<file path="src/rtl/apb_guard_pkg.sv">
// Shared types and constants for the APB timeout guard.
// Holds the FSM state encoding, default error read data and event counter width.
package apb_guard_pkg;

  typedef enum logic [1:0] {
    IDLE   = 2'd0,
    SETUP  = 2'd1,
    ACCESS = 2'd2,
    RESP   = 2'd3
  } apb_guard_state_e;

  localparam logic [31:0] ERR_RDATA_DEFAULT = 32'hBADC_AB1E;
  localparam int          EVENT_CNT_W       = 8;

endpackage

</file>
<file path="src/rtl/apb_guard_timer.sv">
// Downstream wait-phase counter for the APB guard.
// expired flags the cycle in which one more wait would reach the programmed limit.
module apb_guard_timer #(
  parameter int TIMEOUT_W = 8
) (
  input  logic                 clk,
  input  logic                 reset,
  input  logic                 count_en,
  input  logic                 clear,
  input  logic [TIMEOUT_W-1:0] limit,
  output logic                 expired
);

  logic [TIMEOUT_W-1:0] r_count;
  logic [TIMEOUT_W:0]   w_count_inc;

  // NOTE: sequential state uses non-blocking assignments so every flop samples pre-edge values.
  always_ff @(posedge clk or posedge reset) begin
    if (reset) begin
      r_count <= '0;
    end else if (clear) begin
      r_count <= '0;
    end else if (count_en) begin
      r_count <= r_count + TIMEOUT_W'(1);
    end
  end

  // Extra bit keeps count+1 from wrapping onto a small limit.
  assign w_count_inc = {1'b0, r_count} + (TIMEOUT_W + 1)'(1);
  assign expired     = (limit != '0) && (w_count_inc == {1'b0, limit});

endmodule

</file>
<file path="src/rtl/apb_timeout_guard.sv">
// APB guard between an interconnect target port and a subsystem slave.
// Re-times each transfer, isolates a disabled subsystem and aborts over-long wait phases.
module apb_timeout_guard
  import apb_guard_pkg::*;
#(
  parameter int                APB_AW    = 32,
  parameter int                APB_DW    = 32,
  parameter int                TIMEOUT_W = 8,
  parameter logic [APB_DW-1:0] ERR_RDATA = APB_DW'(ERR_RDATA_DEFAULT)
) (
  input  logic                   clk,
  input  logic                   reset,
  input  logic [APB_AW-1:0]      S_APB_PADDR,
  input  logic [APB_DW-1:0]      S_APB_PWDATA,
  input  logic [APB_DW/8-1:0]    S_APB_PSTRB,
  input  logic                   S_APB_PWRITE,
  input  logic                   S_APB_PSEL,
  input  logic                   S_APB_PENABLE,
  output logic [APB_DW-1:0]      S_APB_PRDATA,
  output logic                   S_APB_PREADY,
  output logic                   S_APB_PSLVERR,
  output logic [APB_AW-1:0]      M_APB_PADDR,
  output logic [APB_DW-1:0]      M_APB_PWDATA,
  output logic [APB_DW/8-1:0]    M_APB_PSTRB,
  output logic                   M_APB_PWRITE,
  output logic                   M_APB_PSEL,
  output logic                   M_APB_PENABLE,
  input  logic [APB_DW-1:0]      M_APB_PRDATA,
  input  logic                   M_APB_PREADY,
  input  logic                   M_APB_PSLVERR,
  input  logic                   ss_enable,
  input  logic [TIMEOUT_W-1:0]   timeout_limit,
  input  logic                   timeout_clr,
  output logic                   timeout_flag,
  output logic [EVENT_CNT_W-1:0] event_cnt
);

  apb_guard_state_e r_state;
  apb_guard_state_e w_state_nxt;

  logic                   w_start;
  logic                   w_load;
  logic                   w_abort;
  logic                   w_fwd_nxt;
  logic                   w_expired;
  logic                   w_count_en;
  logic                   w_timer_clr;
  logic [APB_DW-1:0]      w_s_prdata_nxt;
  logic                   w_s_pslverr_nxt;

  logic [APB_DW-1:0]      r_s_prdata;
  logic                   r_s_pready;
  logic                   r_s_pslverr;
  logic [APB_AW-1:0]      r_m_paddr;
  logic [APB_DW-1:0]      r_m_pwdata;
  logic [APB_DW/8-1:0]    r_m_pstrb;
  logic                   r_m_pwrite;
  logic                   r_m_psel;
  logic                   r_m_penable;
  logic                   r_timeout_flag;
  logic [EVENT_CNT_W-1:0] r_event_cnt;

  assign w_start     = S_APB_PSEL && !S_APB_PENABLE;
  assign w_count_en  = (r_state == ACCESS) && !M_APB_PREADY;
  assign w_timer_clr = (r_state != ACCESS);

  apb_guard_timer #(
    .TIMEOUT_W (TIMEOUT_W)
  ) u_timer (
    .clk      (clk),
    .reset    (reset),
    .count_en (w_count_en),
    .clear    (w_timer_clr),
    .limit    (timeout_limit),
    .expired  (w_expired)
  );

  // NOTE: every signal driven here gets a default first, so no path can infer a latch.
  always_comb begin
    w_state_nxt     = r_state;
    w_load          = 1'b0;
    w_abort         = 1'b0;
    w_s_prdata_nxt  = '0;
    w_s_pslverr_nxt = 1'b0;
    case (r_state)
      IDLE: begin
        if (w_start) begin
          if (ss_enable) begin
            w_state_nxt = SETUP;
            w_load      = 1'b1;
          end else begin
            w_state_nxt     = RESP;
            w_s_prdata_nxt  = ERR_RDATA;
            w_s_pslverr_nxt = 1'b1;
          end
        end
      end
      SETUP: w_state_nxt = ACCESS;
      ACCESS: begin
        // A ready slave always wins over an expiring limit in the same cycle.
        if (M_APB_PREADY) begin
          w_state_nxt     = RESP;
          w_s_prdata_nxt  = M_APB_PRDATA;
          w_s_pslverr_nxt = M_APB_PSLVERR;
        end else if (w_expired) begin
          w_state_nxt     = RESP;
          w_abort         = 1'b1;
          w_s_prdata_nxt  = ERR_RDATA;
          w_s_pslverr_nxt = 1'b1;
        end
      end
      RESP:    w_state_nxt = IDLE;
      default: w_state_nxt = IDLE;
    endcase
  end

  assign w_fwd_nxt = (w_state_nxt == SETUP) || (w_state_nxt == ACCESS);

  always_ff @(posedge clk or posedge reset) begin
    if (reset) begin
      r_state     <= IDLE;
      r_s_pready  <= 1'b0;
      r_s_prdata  <= '0;
      r_s_pslverr <= 1'b0;
      r_m_psel    <= 1'b0;
      r_m_penable <= 1'b0;
    end else begin
      r_state     <= w_state_nxt;
      r_s_pready  <= (w_state_nxt == RESP);
      r_s_prdata  <= w_s_prdata_nxt;
      r_s_pslverr <= w_s_pslverr_nxt;
      r_m_psel    <= w_fwd_nxt;
      r_m_penable <= (w_state_nxt == ACCESS);
    end
  end

  // The downstream request registers double as the capture of the upstream setup.
  always_ff @(posedge clk or posedge reset) begin
    if (reset) begin
      r_m_paddr  <= '0;
      r_m_pwdata <= '0;
      r_m_pstrb  <= '0;
      r_m_pwrite <= 1'b0;
    end else if (w_load) begin
      r_m_paddr  <= S_APB_PADDR;
      r_m_pwdata <= S_APB_PWDATA;
      r_m_pstrb  <= S_APB_PSTRB;
      r_m_pwrite <= S_APB_PWRITE;
    end else if (!w_fwd_nxt) begin
      r_m_paddr  <= '0;
      r_m_pwdata <= '0;
      r_m_pstrb  <= '0;
      r_m_pwrite <= 1'b0;
    end
  end

  // An abort takes priority over a same-cycle clear, leaving a count of one.
  always_ff @(posedge clk or posedge reset) begin
    if (reset) begin
      r_timeout_flag <= 1'b0;
      r_event_cnt    <= '0;
    end else if (w_abort) begin
      r_timeout_flag <= 1'b1;
      if (timeout_clr) begin
        r_event_cnt <= EVENT_CNT_W'(1);
      end else if (r_event_cnt != '1) begin
        r_event_cnt <= r_event_cnt + EVENT_CNT_W'(1);
      end
    end else if (timeout_clr) begin
      r_timeout_flag <= 1'b0;
      r_event_cnt    <= '0;
    end
  end

  assign S_APB_PRDATA  = r_s_prdata;
  assign S_APB_PREADY  = r_s_pready;
  assign S_APB_PSLVERR = r_s_pslverr;
  assign M_APB_PADDR   = r_m_paddr;
  assign M_APB_PWDATA  = r_m_pwdata;
  assign M_APB_PSTRB   = r_m_pstrb;
  assign M_APB_PWRITE  = r_m_pwrite;
  assign M_APB_PSEL    = r_m_psel;
  assign M_APB_PENABLE = r_m_penable;
  assign timeout_flag  = r_timeout_flag;
  assign event_cnt     = r_event_cnt;

endmodule
</file>
<file path="config.mk">
export PLATFORM = sky130hd
export DESIGN_NAME = apb_timeout_guard
export DESIGN_NICKNAME = d
export VERILOG_FILES = /design/src/rtl/apb_guard_pkg.sv /design/src/rtl/apb_guard_timer.sv /design/src/rtl/apb_timeout_guard.sv
export SDC_FILE = /design/constraint.sdc
export NUM_CORES = 1
export LEC_CHECK = 0
export CORE_UTILIZATION = 63
export DETAILED_ROUTE_END_ITERATION = 12
export DONT_BUFFER_PORTS = 1
export PLACE_DENSITY = 0.78
export REMOVE_ABC_BUFFERS = 1
export SLEW_MARGIN = 10
export SYNTH_ARGS = -nofsm -noshare
export SYNTH_HDL_FRONTEND = slang
export SYNTH_SLANG_ARGS = --single-unit
</file>
<file path="constraint.sdc">
create_clock -name clk -period 5 [get_ports clk]
set_input_delay 1 -clock clk [delete_from_list [all_inputs] [get_ports clk]]
set_output_delay 1 -clock clk [all_outputs]
set_load 0.005 [all_outputs]
</file>
After elaboration in Yosys (flattened, before gate mapping):

Index checks and enable logic that the tools add are counted.

* flip-flop bits (word level): 124
* latch bits: 0
* RAM bits: 0
* memory bits (read-only): 0
* input bits: 117
* output and inout bits: 114
* memories kept: 0

* $add $sub $neg: 3
* multiply operators: 0
* divide/modulo/power cells: 0
* $lt $le $gt $ge: 0
* equal/unequal tests: 10
* shift-type cells: 0
* muxes and demuxes: 35
* bitwise logic cells: 0
* reduce and logical (&&, ||, !) cells: 12

Operators with widths (count)
* two-way mux 32 bit: 7
* case mux 32 bit (2 select lines): 1
* two-way mux 8 bit: 6
* adder 8 x 1 -> 8 bit (second input constant): 2
* two-way mux 1 bit: 13
* adder 8 x 1 -> 9 bit (second input constant): 1
* equality test 9 x 8 -> 1 bit: 1
* equality test 2 bit (second input constant): 4
* two-way mux 2 bit: 4
* two-way mux 4 bit: 2
* != test 8 bit (second input constant): 1
* case mux 2 bit (4 select lines): 1
* nonzero test 8 bit: 1
* nonzero test 2 bit: 3
* equality test 2 x 1 -> 1 bit (second input constant): 2
* != test 2 bit (second input constant): 2
* logical AND 1 bit: 3
* logical NOT 1 bit: 2
* logical NOT 2 bit: 1
* case mux 1 bit (2 select lines): 1
* AND reduction 2 bit: 1
* logical OR 1 bit: 1

Depth between registers and ports, before layout:

* depth in word-level cells: 10
* depth in mapped cells: 14

Modules after synthesis:

From an unflattened synthesis, not the netlist that was laid out.

* cell total of the unflattened synthesis: 525
* area, all modules: 5276.3 um^2

By module, submodules not included
* apb_timeout_guard: instances 1, cells an instance 451, area an instance 4626.9 um^2, sequential area each 2902.8 um^2
* apb_guard_timer: instances 1, cells an instance 74, area an instance 649.4 um^2, sequential area each 200.2 um^2

Worst setup path before layout:

No wires, ideal clock.

* path type: in2reg
* from: input port timeout_limit[7]
* to: register r_m_pstrb[1], in the netlist M_APB_PSTRB[1]
* library setup time: 83 ps
* arrival: 3315 ps
* required time: 4917 ps
* setup slack: 1603 ps
* stages on the path: 12
* path buffers: 2
* cell sequence: xnor2_1 o21a_1 o211ai_1 a31o_2 buf_4 or3_1 a21o_1 ha_1 inv_2 clkbuf_1 nand2_1 o21ai_0

* word-level cells in the longest chain between the ends: 8
* elaborated cells on any way between the ends: 10
* those cells by class: 4 x eq/ne; 3 x mux; 3 x reduce/logical

RTL lines
* from (decl): line apb_timeout_guard.sv:32 `input logic [TIMEOUT_W-1:0] timeout_limit,`
* equality test 9 x 8 -> 1 bit / nonzero test 8 bit (equally long branches): line apb_guard_timer.sv:30 `assign expired = (limit != '0) && (w_count_inc == {1'b0, limit});`
* logical AND 1 bit *: line apb_guard_timer.sv:30
* two-way mux 2 bit *: line apb_timeout_guard.sv:105 `end else if (w_expired) begin`
* two-way mux 2 bit *: line apb_timeout_guard.sv:101 `if (M_APB_PREADY) begin`
* case mux 2 bit (4 select lines) *: line apb_timeout_guard.sv:85 `case (r_state)`
* equality test 2 x 1 -> 1 bit / equality test 2 bit (equally long branches): line apb_timeout_guard.sv:117 `assign w_fwd_nxt = (w_state_nxt == SETUP) || (w_state_nxt == ACCESS);`
* logical OR 1 bit *: line apb_timeout_guard.sv:117
* != test 2 bit (no source line) *
* to (signal assigned): line apb_timeout_guard.sv:142 `r_m_pstrb <= '0;`
* to (signal assigned): line apb_timeout_guard.sv:147 `r_m_pstrb <= S_APB_PSTRB;`
* to (signal assigned): line apb_timeout_guard.sv:152 `r_m_pstrb <= '0;`
* to (decl): line apb_timeout_guard.sv:56 `logic [APB_DW/8-1:0] r_m_pstrb;`

Every way passes the cells marked *; elsewhere a longest branch is shown, timed or not.
A chain may end at the register's enable or synchronous reset.

Worst setup path in the final report:

* from: register u_timer.r_count[0]
* to: register r_m_pwdata[5], in the netlist M_APB_PWDATA[5]

* word-level cells in the longest chain between the ends: 9
* elaborated cells on any way between the ends: 10
* those cells by class: 1 x add/sub; 4 x eq/ne; 3 x mux; 2 x reduce/logical

RTL lines
* from (decl): line apb_guard_timer.sv:14 `logic [TIMEOUT_W-1:0] r_count;`
* from (signal assigned): line apb_guard_timer.sv:24 `r_count <= r_count + TIMEOUT_W'(1);`
* adder 8 x 1 -> 9 bit *: line apb_guard_timer.sv:29 `assign w_count_inc = {1'b0, r_count} + (TIMEOUT_W + 1)'(1);`
* equality test 9 x 8 -> 1 bit *: line apb_guard_timer.sv:30
* logical AND 1 bit *: line apb_guard_timer.sv:30
* two-way mux 2 bit *: line apb_timeout_guard.sv:105
* two-way mux 2 bit *: line apb_timeout_guard.sv:101
* case mux 2 bit (4 select lines) *: line apb_timeout_guard.sv:85
* equality test 2 x 1 -> 1 bit / equality test 2 bit (equally long branches): line apb_timeout_guard.sv:117
* logical OR 1 bit *: line apb_timeout_guard.sv:117
* != test 2 bit (no source line) *
* to (signal assigned): line apb_timeout_guard.sv:141 `r_m_pwdata <= '0;`
* to (signal assigned): line apb_timeout_guard.sv:146 `r_m_pwdata <= S_APB_PWDATA;`
* to (signal assigned): line apb_timeout_guard.sv:151 `r_m_pwdata <= '0;`
* to (decl): line apb_timeout_guard.sv:55 `logic [APB_DW-1:0] r_m_pwdata;`

Marked as above.

==> qor.yml <==
synth:
  synth_fa_ha_area_share_pct: 1.424
  synthSimpleGateAreaFrac_pct: 22.00
  synth_edf_count: 0
  netlist.area_leader.share_pct: 58.87
  syn-cell-area_mm2: 0.005271
  avgSynthCellArea_um2: 9.380
  ys_top_cells_by_count: "188 x nand2_1, 124 x dfrtp_1, 77 x o21ai_0, 30 x clkbuf_1, 15 x and3_1"
  yosys_warnings: 0
  synth.distinct_cells: 47
  ys_seq_area_share_pct: 58.87
  synth_top_family_by_area: "simple AND/OR/NAND/NOR gates"
  ys_top_cells_by_area: "dfrtp_1 59%, nand2_1 13%, o21ai_0 7.3%"
  synth_ff_type: "dfrtp_1"
  synth_compound_area_share_pct: 11.68
  synthArstFlopShare_pct: 100.0
  yosysMostFrequentCell: "nand2_1"
  synthXorXnorAreaFrac_pct: 2.160
  ys_seq_elements: 124
  syn_inst: 562
  synth_mux_area_share_pct: 0.1899
  yosys.area.top_type: "dfrtp_1"
layout:
  n_fill_cell: 582
  fin_nets: 669
  drive_above_1_share_pct: 6.977
  syn_to_final_growth_pct: 11.89
  antennaDiodeCount: 0
  final_area_mm2: 0.005898
placement:
  postPlaceCellArea_mm2: 0.005261
  place_hpwl_um: 8218
  place_congestion: 0.8894
  port_buffers: 0
clocking:
  ctsResizeCount: 0
  ctsHoldBuffers: 0
  clock-sinks: 124
  clock_latency_ns: 0.51
  clk_pin_slew_ns: 0.06
  cts-root-buf: "clkbuf_8"
  postCtsSetupRepairBufs: 0
  cts_max_path_buffers: 2
  cts_tree: "built"
  htreeDepth: 4
  numCtsBuffers: 17
worst_hold_path:
  min_to: "event_cnt[1]"
  whs_path_depth: 1
  worstHoldStart: "timeout_clr"
  hold_path.class: "primary input to register"
drt:
  wl_um: 12570
  num_vias: 3951
  wire_per_inst_um: 19.01
  drt_iter0_drc: 194
  ant_nets: 0
  dr.pass1.iters: 4
  vias_per_cell: 5.977
  drc: 0
floorplan:
  start_util_pct: 66.49
  die_h_um: 93.47
  rows: 32
  core_mm2: 0.007928
  io_pins: 231
  die_w_um: 93.47
  dieArea_mm2: 0.008737
timing:
  fmax_ghz: 0.2444
  setup_tns_ns: 0
  grt_setup_unrepaired: "false"
  fin_crit_ns: 4.092
  fin_crit_sh_pct: 81.83
  finalSetupViolations: 0
  slew_headroom_pct: 23.87
  drv_slew: 0
  hold_viol_final: 0
  fin_skew_ns: 0.01141
  tightest_slew_ns: 1.142
global_route:
  grt_usage_pct: 29.48
  grt_pass1_vias: 3817
  antenna_found_initial: 0
  grt_max_degree: 139
  grt-ovfl-total: 0
  grt_first_pass_wirelength_um: 19260
worst_setup_path:
  critPathBufInv: 2
  cp-start-kind: "register"
  cp.required_ns: 5.40
  r2r-start: "u_timer.r_count[0]"
  r2r_cells: 12
  slowest_stage: "buf_4"
  startpoint: "u_timer.r_count[0]"
  rrSetupSlack_ns: 0.91
  cp.arrival_ns: 4.49
  slowest_delay_ns: 0.54
  crit_family: "compound AO/OA/AOI/OAI gates"
  rr_endpoint: "M_APB_PWDATA[5]"
  crit_path_end_kind: "register"
  crit_path_cell_trace: "ha_1 -> nand3_1 -> o21bai_1 -> a222oi_1 -> nand2_1 -> or3_1 -> a21o_1 -> ha_1 -> inv_2 -> buf_4 -> nand2_1 -> o21ai_0"
  crit_type: "register to register"
  critPathMaxFanout: 70
power_and_ir_drop:
  vdd_ir_drop_max_v: 0.0006479
  p_leak_nw: 2.750
  power_density_mw_per_mm2: 573.9
run_status:
  status: "finished, final reports clean"
job:
  cap_viol_max_count: 0
==> state kept, by name, indices dropped and copies added (netlist names) <==
| register | cells |
|---|---|
| M_APB_PADDR | 32 |
| M_APB_PWDATA | 32 |
| S_APB_PRDATA | 32 |
| event_cnt | 8 |
| u_timer.r_count | 8 |
| M_APB_PSTRB | 4 |
| r_state | 2 |
| M_APB_PENABLE | 1 |
| M_APB_PSEL | 1 |
| M_APB_PWRITE | 1 |
| S_APB_PREADY | 1 |
| S_APB_PSLVERR | 1 |
| timeout_flag | 1 |
==> logic make-up (layout without fill, tap and decap cells) <==
logic type	after synthesis	after routing
muxes	1	1
buffers and inverters	46	43
adders and majority gates	6	6
DFF	124	124
AOI/OAI and AO/OA	111	111
and+or+nand+nor	261	261
xor gates and xnor gates	13	13
==> cell usage in the layout, fill, tap and decap left out, types with 2 or more instances in the layout <==
cell,synthesis,routed
nand2b_1,3,3
nor2_1,5,5
clkbuf_16,0,16
or3_1,5,5
clkinv_4,0,5
o21a_1,2,2
a21o_1,2,2
and3_1,15,14
nand4b_1,2,2
ha_1,6,6
a21oi_1,10,10
xnor2_1,9,9
and4_1,2,2
a31oi_1,3,3
or4_1,5,5
nand4_1,3,3
a21boi_0,2,2
o31ai_1,5,5
o21ai_0,77,77
nor3_1,6,6
nand2_1,188,188
inv_1,8,7
o21bai_1,2,2
dfrtp_1,124,124
and2_1,7,7
xor2_1,4,4
bufinv_16,0,5
buf_4,5,2
nand3_1,7,7
nor2b_1,4,4
nor4_1,3,3
clkbuf_1,30,2
==> metal layers <==
metal  GRT usage, %  part of all wire, %  vias up  wire length, um
met5              0                    0        -                0
met4          13.85                  2.0        0              250
met3          10.33                  8.1       19             1015
met2          49.02                   53      179             6618
met1          34.19                   37     1916             4682
li1               -                    -     1837                -
==> per-stage QoR <==
step | util (%) | setup WS [ns] | cells | power (mW) | hold WS [ns]
6_report | 74.40 | 0.9083 | 661 | 3.385 | 0.5473
3_3_place_gp | 66.37 | 1.212 | 629 | 2.043 | 0.5344
2_1_floorplan | - | 0.7008 | 525 | 1.829 | 0.5173
5_1_grt | 74.40 | 0.5291 | 661 | 3.564 | 0.5285
4_1_cts | 74.40 | 0.9163 | 661 | 3.410 | 0.5200
3_5_place_dp | 66.37 | 0.9811 | 629 | 2.091 | 0.5471
==> worst register-to-register path, cell delays in order (launching register included) <==
cell,delay (ns)
dfrtp_1,0.50
ha_1,0.40
nand3_1,0.28
o21bai_1,0.24
a222oi_1,0.53
nand2_1,0.19
or3_1,0.37
a21o_1,0.17
ha_1,0.30
inv_2,0.05
buf_4,0.54
nand2_1,0.18
o21ai_0,0.23
==> report_power, final <==
part	switching [mW]	internal, mW
Sequential	0.159	1.20
Combinational	0.542	0.171
Clock	0.448	0.864
==> area by class of cell <==
type                    count  area (um2)  share of cell area [%]
inverters                   9       36.28                  0.6152
well taps                 102       127.6                   2.164
clock buffers              19       421.7                   7.149
clock inverters            13       215.2                   3.649
multi-input cells         392        1979                   33.56
repair buffers              2       15.01                  0.2546
flip-flops and latches    124        3103                   52.61
==> worst max-delay path by stage <==
stage               depth (start not counted)         endpoint  slack (ns)
finish                                     12  M_APB_PWDATA[5]        0.91
global route                               12  M_APB_PWDATA[0]        0.53
CTS                                        12  M_APB_PWDATA[5]        0.92
detailed placement                         12   M_APB_PSTRB[1]        0.98
global placement                           12  M_APB_PADDR[14]        1.21
floorplan                                   1   M_APB_PADDR[0]        0.70
Power figures use the tool's default switching activity.
